## src/rtl/csel_pkg.sv

```systemverilog
// Shared definitions for the carry-select subtractor slice.
//
// Contents:
//   DEF_WIDTH   - default operand/result width
//   DEF_CHUNK   - default bits resolved per pipeline stage
//   stages()    - number of pipeline stages (also the latency) for a width/chunk pair
//   chunk_res_t - one resolved chunk: carry out plus sum bits
package csel_pkg;

    localparam int DEF_WIDTH = 16;
    localparam int DEF_CHUNK = 4;

    typedef struct packed {
        logic                 carry;
        logic [DEF_CHUNK-1:0] sum;
    } chunk_res_t;

    function automatic int stages(input int width, input int chunk);
        return width / chunk;
    endfunction

endpackage

```

## src/rtl/csel_chunk.sv

```systemverilog
// Combinational CHUNK-bit carry-select adder slice.
// Both carry-in cases are precomputed and csel picks one, so the slice's
// critical path from csel is only the final mux.
//
// Ports:
//   x, y  - CHUNK-bit addends
//   csel  - carry-in that selects between the two precomputed results
//   sum   - selected CHUNK-bit sum
//   cout  - selected carry out
module csel_chunk
    import csel_pkg::*;
#(
    parameter int CHUNK = DEF_CHUNK
) (
    input  logic [CHUNK-1:0] x,
    input  logic [CHUNK-1:0] y,
    input  logic             csel,
    output logic [CHUNK-1:0] sum,
    output logic             cout
);

    logic [CHUNK:0] res0;
    logic [CHUNK:0] res1;

    always_comb begin
        res0 = {1'b0, x} + {1'b0, y};
        res1 = {1'b0, x} + {1'b0, y} + {{CHUNK{1'b0}}, 1'b1};
        {cout, sum} = csel ? res1 : res0;
    end

endmodule

```

## src/rtl/csel_pipe_subtractor.sv

```systemverilog
// Pipelined carry-select subtractor: diff = a - b - bin (mod 2^WIDTH).
// Computed as a + ~b + ~bin, one CHUNK-bit slice per stage. Each stage holds
// a valid bit, the carry out of its slice, the result chunks resolved so far,
// the still-pending upper chunks of a and ~b, and the two operand sign bits.
//
// Ports:
//   clk, rst              - clock, asynchronous active-high reset
//   in_valid, in_ready    - operand handshake
//   a, b, bin             - minuend, subtrahend, borrow-in
//   out_valid, out_ready  - result handshake
//   diff                  - a - b - bin modulo 2^WIDTH
//   borrow_out            - 1 when a < b + bin (unsigned)
//   overflow              - signed overflow of the subtraction
//
// Handshake: a beat transfers on a rising edge where valid && ready. The
// pipe advances as a whole only when the output slot is empty or being
// drained (adv = !out_valid || out_ready); in_ready equals adv, so while the
// consumer stalls nothing moves and the output stays stable. A cycle with
// adv and no input beat shifts a bubble into stage 0.
module csel_pipe_subtractor
    import csel_pkg::*;
#(
    parameter int WIDTH = DEF_WIDTH,
    parameter int CHUNK = DEF_CHUNK
) (
    input  logic             clk,
    input  logic             rst,
    input  logic             in_valid,
    output logic             in_ready,
    input  logic [WIDTH-1:0] a,
    input  logic [WIDTH-1:0] b,
    input  logic             bin,
    output logic             out_valid,
    input  logic             out_ready,
    output logic [WIDTH-1:0] diff,
    output logic             borrow_out,
    output logic             overflow
);

    localparam int STAGES = stages(WIDTH, CHUNK);
    // Pending operand bits shrink by one chunk per stage and resolved result
    // bits grow by one chunk, so both are packed as triangles into flat
    // vectors: stage i owns pending bits at PEND offset i*WIDTH - CHUNK*i*(i+1)/2
    // and result bits at RES offset CHUNK*i*(i+1)/2.
    localparam int PEND_BITS = (STAGES - 1) * WIDTH - (CHUNK * (STAGES - 1) * STAGES) / 2;
    localparam int RES_BITS  = (CHUNK * STAGES * (STAGES + 1)) / 2;
    localparam int RES_LAST  = (CHUNK * (STAGES - 1) * STAGES) / 2;

    logic                 adv;
    logic [STAGES-1:0]    vld_q, vld_d;
    logic [STAGES-1:0]    cry_q, cry_d;
    logic [STAGES-1:0]    sa_q, sa_d;
    logic [STAGES-1:0]    sb_q, sb_d;
    logic [PEND_BITS-1:0] a_pend_q, a_pend_d;
    logic [PEND_BITS-1:0] nb_pend_q, nb_pend_d;
    logic [RES_BITS-1:0]  res_q, res_d;

    assign adv      = !vld_q[STAGES-1] || out_ready;
    assign in_ready = adv;

    for (genvar i = 0; i < STAGES; i++) begin : g_stage
        localparam int ROFF = (CHUNK * i * (i + 1)) / 2;

        logic [CHUNK-1:0] x;
        logic [CHUNK-1:0] y;
        logic [CHUNK-1:0] s;
        logic             ci;

        csel_chunk #(.CHUNK(CHUNK)) u_chunk (
            .x    (x),
            .y    (y),
            .csel (ci),
            .sum  (s),
            .cout (cry_d[i])
        );

        if (i == 0) begin : g_head
            // Borrow-in becomes an inverted carry-in to the lowest slice.
            assign x                    = a[CHUNK-1:0];
            assign y                    = ~b[CHUNK-1:0];
            assign ci                   = ~bin;
            assign vld_d[0]             = in_valid;
            assign sa_d[0]              = a[WIDTH-1];
            assign sb_d[0]              = b[WIDTH-1];
            assign res_d[ROFF +: CHUNK] = s;
        end else begin : g_body
            localparam int PPREV = (i - 1) * WIDTH - (CHUNK * (i - 1) * i) / 2;
            localparam int RPREV = (CHUNK * (i - 1) * i) / 2;

            assign x        = a_pend_q[PPREV +: CHUNK];
            assign y        = nb_pend_q[PPREV +: CHUNK];
            assign ci       = cry_q[i-1];
            assign vld_d[i] = vld_q[i-1];
            assign sa_d[i]  = sa_q[i-1];
            assign sb_d[i]  = sb_q[i-1];
            assign res_d[ROFF +: (i + 1) * CHUNK] = {s, res_q[RPREV +: i * CHUNK]};
        end

        if (i < STAGES - 1) begin : g_pend
            localparam int HI   = WIDTH - (i + 1) * CHUNK;
            localparam int POFF = i * WIDTH - (CHUNK * i * (i + 1)) / 2;

            if (i == 0) begin : g_load
                assign a_pend_d[POFF +: HI]  = a[WIDTH-1:CHUNK];
                assign nb_pend_d[POFF +: HI] = ~b[WIDTH-1:CHUNK];
            end else begin : g_shift
                // Drop the chunk this stage just consumed.
                localparam int PPREV = (i - 1) * WIDTH - (CHUNK * (i - 1) * i) / 2;
                assign a_pend_d[POFF +: HI]  = a_pend_q[PPREV + CHUNK +: HI];
                assign nb_pend_d[POFF +: HI] = nb_pend_q[PPREV + CHUNK +: HI];
            end
        end
    end

    always_ff @(posedge clk or posedge rst) begin
        if (rst) begin
            vld_q     <= '0;
            cry_q     <= '0;
            sa_q      <= '0;
            sb_q      <= '0;
            a_pend_q  <= '0;
            nb_pend_q <= '0;
            res_q     <= '0;
        end else if (adv) begin
            vld_q     <= vld_d;
            cry_q     <= cry_d;
            sa_q      <= sa_d;
            sb_q      <= sb_d;
            a_pend_q  <= a_pend_d;
            nb_pend_q <= nb_pend_d;
            res_q     <= res_d;
        end
    end

    assign out_valid  = vld_q[STAGES-1];
    assign diff       = res_q[RES_LAST +: WIDTH];
    // Gated by valid so the reset state (carry = 0) reads as no borrow.
    assign borrow_out = vld_q[STAGES-1] & ~cry_q[STAGES-1];
    assign overflow   = (sa_q[STAGES-1] != sb_q[STAGES-1]) && (diff[WIDTH-1] != sa_q[STAGES-1]);

endmodule

```

## config.mk

```make
export PLATFORM = sky130hd
export DESIGN_NAME = csel_pipe_subtractor
export DESIGN_NICKNAME = d
export VERILOG_FILES = /design/src/rtl/csel_pkg.sv /design/src/rtl/csel_chunk.sv /design/src/rtl/csel_pipe_subtractor.sv
export SDC_FILE = /design/constraint.sdc
export NUM_CORES = 1
export LEC_CHECK = 0
export ABC_AREA = 1
export BUFFER_PORTS_ARGS = -buffer_cell sky130_fd_sc_hd__buf_4
export CAP_MARGIN = 10
export CORE_MARGIN = 2
export CORE_UTILIZATION = 63
export DETAILED_ROUTE_END_ITERATION = 6
export PLACE_DENSITY = 0.85
export SYNTH_ARGS = -nofsm -noshare
export SYNTH_HDL_FRONTEND = slang
export SYNTH_SLANG_ARGS = --single-unit
```

## constraint.sdc

```tcl
create_clock -name clk -period 8.6 [get_ports clk]
set_clock_uncertainty 0.15 [all_clocks]
set_input_delay 0.43 -clock clk [delete_from_list [all_inputs] [get_ports clk]]
set_output_delay 0.43 -clock clk [all_outputs]
set_load 0.01 [all_outputs]
```

# [Yosys cells after proc, flatten, opt, wreduce, memory -nomap -nowiden]
# Index checks and enable logic that the tools add are counted.
[word_totals] register_bits=104 input_bits=37 out_inout_bits=20 wordCells=28
[classes] addsub=8 n_eq_ne=2 muxes=4 bitwise=4 reduce_logical=3
[ops] op="$add 4x4->5" n=4
[ops] op="$add 5x1->5 const B" n=4
[ops] op="$mux 5" n=4
[ops] op="$not 12->12" n=1
[ops] op="$not 4->4" n=1
[ops] op="$ne 1x1->1" n=2
[ops] op="$and 1x1->1" n=1
[ops] op="$logic_and 1x1->1" n=1
[ops] op="$logic_not 1->1" n=1
[ops] op="$logic_or 1x1->1" n=1
[ops] op="$not 1->1" n=1

# [Longest topological paths before layout]
[depth] word_depth=4 mapped_depth=12 depth_no_buf=12

# [Modules after synthesis]
# A second synthesis with hierarchy kept.
[unflattened] hier_cells=658 area_unflattened_um2=5094.9
[by_module_without_submodules] module="csel_pipe_subtractor" n_inst=1 cells_per_inst=466 area_each_um2=4006.3 seq_area_each_um2=2527.4
[by_module_without_submodules] module="csel_chunk (g_stage[0].u_chunk ...)" n_inst=3 cells_per_inst=47 area_each_um2=265.3 seq_area_each_um2=0.0
[by_module_without_submodules] module="csel_chunk (g_stage[2].u_chunk)" n_inst=1 cells_per_inst=51 area_each_um2=292.8 seq_area_each_um2=0.0

# [Worst setup path before layout]
# OpenSTA, ideal clock, no wires.
[synth_path] path_type="input -> register" startpoint="input b[0]" endpoint="register cry_q[0]" setup_time_ns=0.117 t_arrival_ns=1.748 t_required_ns=8.333 slack_ns=6.584 stages=9 n_path_buf=0 cell_sequence="inv_1 ha_1 fa_1 ha_1 nand2_1 nor2_1 nand4_1 nand3_1 nand2_1"
[synth_via] elab_chain_len=4
[synth_lines] element="from (decl)" line="csel_pipe_subtractor.sv:31" source="input logic [WIDTH-1:0] b,"
[synth_lines] element="$not 4->4 (*)" line="csel_pipe_subtractor.sv:80" source="assign y = ~b[CHUNK-1:0];"
[synth_lines] element="$add 4x4->5 (*)" line="csel_chunk.sv:26, csel_chunk.sv:27"
[synth_lines] element="$add 5x1->5" line="csel_chunk.sv:27" source="res1 = {1'b0, x} + {1'b0, y} + {{CHUNK{1'b0}}, 1'b1};"
[synth_lines] element="$mux 5 (*)" line="csel_chunk.sv:28" source="{cout, sum} = csel ? res1 : res0;"
[synth_lines] element="to (signal assigned)" line="csel_pipe_subtractor.sv:126" source="cry_q <= cry_d;"
[synth_lines] element="to (decl)" line="csel_pipe_subtractor.sv:51" source="logic [STAGES-1:0] cry_q, cry_d;"
# Every way passes the cells marked *; elsewhere a longest branch is shown, timed or not.
# A chain may end at the register's enable or synchronous reset.

# [Worst setup path in the final report]
[layout_path] startpoint="register vld_q[3]" endpoint="output in_ready"
[layout_via] elab_chain_len=2
[layout_lines] element="from (decl)" line="csel_pipe_subtractor.sv:50" source="logic [STAGES-1:0] vld_q, vld_d;"
[layout_lines] element="from (signal assigned)" line="csel_pipe_subtractor.sv:125" source="vld_q <= vld_d;"
[layout_lines] element="$logic_not 1->1" line="csel_pipe_subtractor.sv:58" source="assign adv = !vld_q[STAGES-1] || out_ready;"
[layout_lines] element="$logic_or 1x1->1" line="csel_pipe_subtractor.sv:58"
[layout_lines] element="to (decl)" line="csel_pipe_subtractor.sv:29" source="output logic in_ready,"
# No other way between the ends.

==> flow_summary.json <==
{
  "outcome": "finished clean",
  "fin_util_pct": 71.13,
  "cts_resized": 0,
  "p_comb_share_pct": 41.0,
  "timing.fmax_mhz": 302.2,
  "dpl.hpwl_um": 5734,
  "wl_per_cell_um": 11.63,
  "cts-root-buf": "clkbuf_8",
  "whs_path_depth": 3,
  "dieArea_um2": 8430,
  "hold_buffers": 1,
  "track_usage_pct": 21.81,
  "post_cts_buffers": 0,
  "peakVddDrop_mv": 0.1435,
  "clkLatencyLatePin_ns": 0.37,
  "switching_share_pct": 39.46,
  "synth-edff-count": 0,
  "critPathMostFrequentCell": "buf_4",
  "maxCapViolCount": 0,
  "num_io_pins": 57,
  "critical-path-slowest-cell": "buf_4",
  "regToRegStartpoint": "vld_q[3]",
  "power_density_nw_per_um2": 349.3,
  "crit_type": "reg -> out",
  "switchingPower_mw": 0.7459,
  "synth_top_area_cell": "dfrtp_1",
  "dieWidth_um": 91.82,
  "ys_types": 17,
  "cp_slowest_stage_delay_ns": 0.72,
  "synth_flop_cell": "dfrtp_1",
  "finalSetupViolations": 0,
  "cts_tree": "done",
  "startpoint": "vld_q[3]",
  "cts.clk_slew.worst_paths_ns": 0.10,
  "grt_pass1_vias": 3522,
  "relSlewSlack_pct": 32.52,
  "setup_tns_ns": 0,
  "ys_ff_latch": 101,
  "crit_end": "in_ready",
  "cts_max_path_buffers": 2,
  "min_period_ns": 3.309,
  "synthesis.nets": 649,
  "antennaDiodeCount": 0,
  "min_period_over_period_pct": 38.48,
  "first_pass_iters": 5,
  "reg2reg_depth": 7,
  "drc": 0,
  "synth-async-reset-ratio_pct": 100.0,
  "slew_viol_final": 0,
  "cp-end-kind": "output port",
  "core.rowCount": 32,
  "cp_data_arrival_time_ns": 2.73,
  "netlist.area_leader.share_pct": 52.02,
  "clock_sinks": 101,
  "yosysMostFrequentCell": "nand2_1",
  "port_buffers": 56,
  "worstPathMaxFanout": 112,
  "final_area_um2": 5411,
  "internal_power_mw": 1.144,
  "final_antenna_net_count": 0,
  "rrSetupSlack_ns": 5.96,
  "cts_buffers": 9,
  "area_growth_pct": 11.38,
  "grt_overflow": 0,
  "syn_avg_cell_area_um2": 8.263,
  "p_leak_nw": 2.973,
  "min_path_type": "in -> reg",
  "yosys_warnings": 0,
  "initial_core_util_pct": 63.87,
  "sequentialPowerShare_pct": 42.1,
  "stdcell_count": 729,
  "cts_max_level": 3,
  "gp_congestion": 0.8013,
  "crit_required_ns": 8.02,
  "r2r-end": "res_q[39]",
  "synth_area_leaders": "dfrtp_1, nand2_1, ha_1",
  "netlist_top_cells_count": "nand2_1, dfrtp_1, inv_1",
  "grt_pass1_wl_um": 14870,
  "worst_pin_slew_ns": 1.012,
  "drive_gt1_share_pct": 12.92,
  "ys_seq_area_share_pct": 52.02,
  "rsz0062_at_grt": "no",
  "p_clk_share_pct": 16.9,
  "antenna_found_initial": 0,
  "drt-initial-drc-count": 219,
  "placed_cells": 712,
  "vias_per_cell": 5.022,
  "syn_area_um2": 4858,
  "core_um2": 7607,
  "wirelength_um": 8476,
  "finalHoldViolCount": 0,
  "grt_start_max_net_pins": 113,
  "placed_area_um2": 5186,
  "power.total_mw": 1.890,
  "vias": 3661,
  "die_h_um": 91.82,
  "nets": 683,
  "fillCellCount": 612,
  "path_cells": "inv_1 -> nor2_4 -> buf_4 -> inv_2 -> buf_4 -> buf_4",
  "syn_inst": 588,
  "worst_setup_path_start_kind": "flop"
}
worst min-delay path by stage:
stage	startpoint	endpoint
4_1_cts	b[13]	nb_pend_q[9]
3_5_place_dp	res_q[20]	res_q[32]
3_3_place_gp	vld_q[2]	vld_q[3]
2_1_floorplan	vld_q[2]	vld_q[3]
5_1_grt	b[7]	nb_pend_q[3]
6_report	a[13]	a_pend_q[9]
power groups by stage:
stage	clock, mW	sequential [mW]	combinational [mW]
finish	0.319	0.796	0.775
global route	0.344	0.821	0.894
CTS	0.326	0.795	0.781
detailed placement	0	0.803	0.771
global placement	0	0.797	0.730
floorplan	0	0.773	0.634
per-stage QoR:
step	hold slack, ns	setup slack, ns
2_1_floorplan	0.2698	5.373
3_3_place_gp	0.2964	5.595
3_5_place_dp	0.3030	5.574
4_1_cts	0.07606	5.311
5_1_grt	0.08763	5.085
6_report	0.09449	5.291
cells in the final DEF (no fill, tap or decap):
cell type and count:
inv_1 56, nand3_1 31, or2_2 3, a21oi_1 19
nand4_1 4, ha_1 20, nand2_1 253, bufinv_16 1
inv_6 3, inv_2 1, nor2_1 16, dlygate4sd3_1 1
buf_4 59, o21ai_0 34, o31ai_1 7, fa_1 4
nor2_4 1, clkinvlp_4 1, inv_4 1, clkbuf_8 11
dfrtp_1 101
cell families (layout without fill, tap and decap cells):
| kind of cell | Yosys count | in the layout | synth area share (%) |
|---|---|---|---|
| compound gates | 60 | 60 | 6.541 |
| simple gates | 308 | 308 | 25.11 |
| flops | 101 | 101 | 52.02 |
| fa+ha+maj | 24 | 24 | 6.799 |
| buf+inv | 95 | 134 | 9.529 |
flip-flops by register name (all words and copies together), names as in the netlist:
| signal | cells |
|---|---|
| sb_q | 4 |
| res_q | 40 |
| sa_q | 4 |
| nb_pend_q | 24 |
| cry_q | 4 |
| vld_q | 4 |
| a_pend_q | 21 |
layer usage:
| layer | up-vias | GRT usage [%] | part of all wire (%) |
|---|---|---|---|
| met5 | - | 0 | 0 |
| met4 | 0 | 8.458 | 1.7 |
| met3 | 13 | 4.026 | 3.9 |
| met2 | 75 | 36.64 | 48 |
| met1 | 1687 | 28.31 | 46 |
| li1 | 1886 | - | - |
cell type report:
cell class | instances | area [um2] | area share (%)
Sequential cell | 101 | 2527 | 46.71
Clock buffer | 11 | 151.4 | 2.798
Multi-Input combinational cell | 392 | 1868 | 34.52
Inverter | 58 | 220.2 | 4.069
Timing Repair Buffer | 60 | 452.9 | 8.370
Tap cell | 102 | 127.6 | 2.358
Clock inverter | 5 | 63.81 | 1.179
critical path, delay by kind of cell, from the launching register on:
family | cells | cell delay [ns]
buffers and inverters | 5 | 1.81
flip-flops | 1 | 0.35
AND/OR/NAND/NOR | 1 | 0.07
Power figures use the tool's default switching activity.
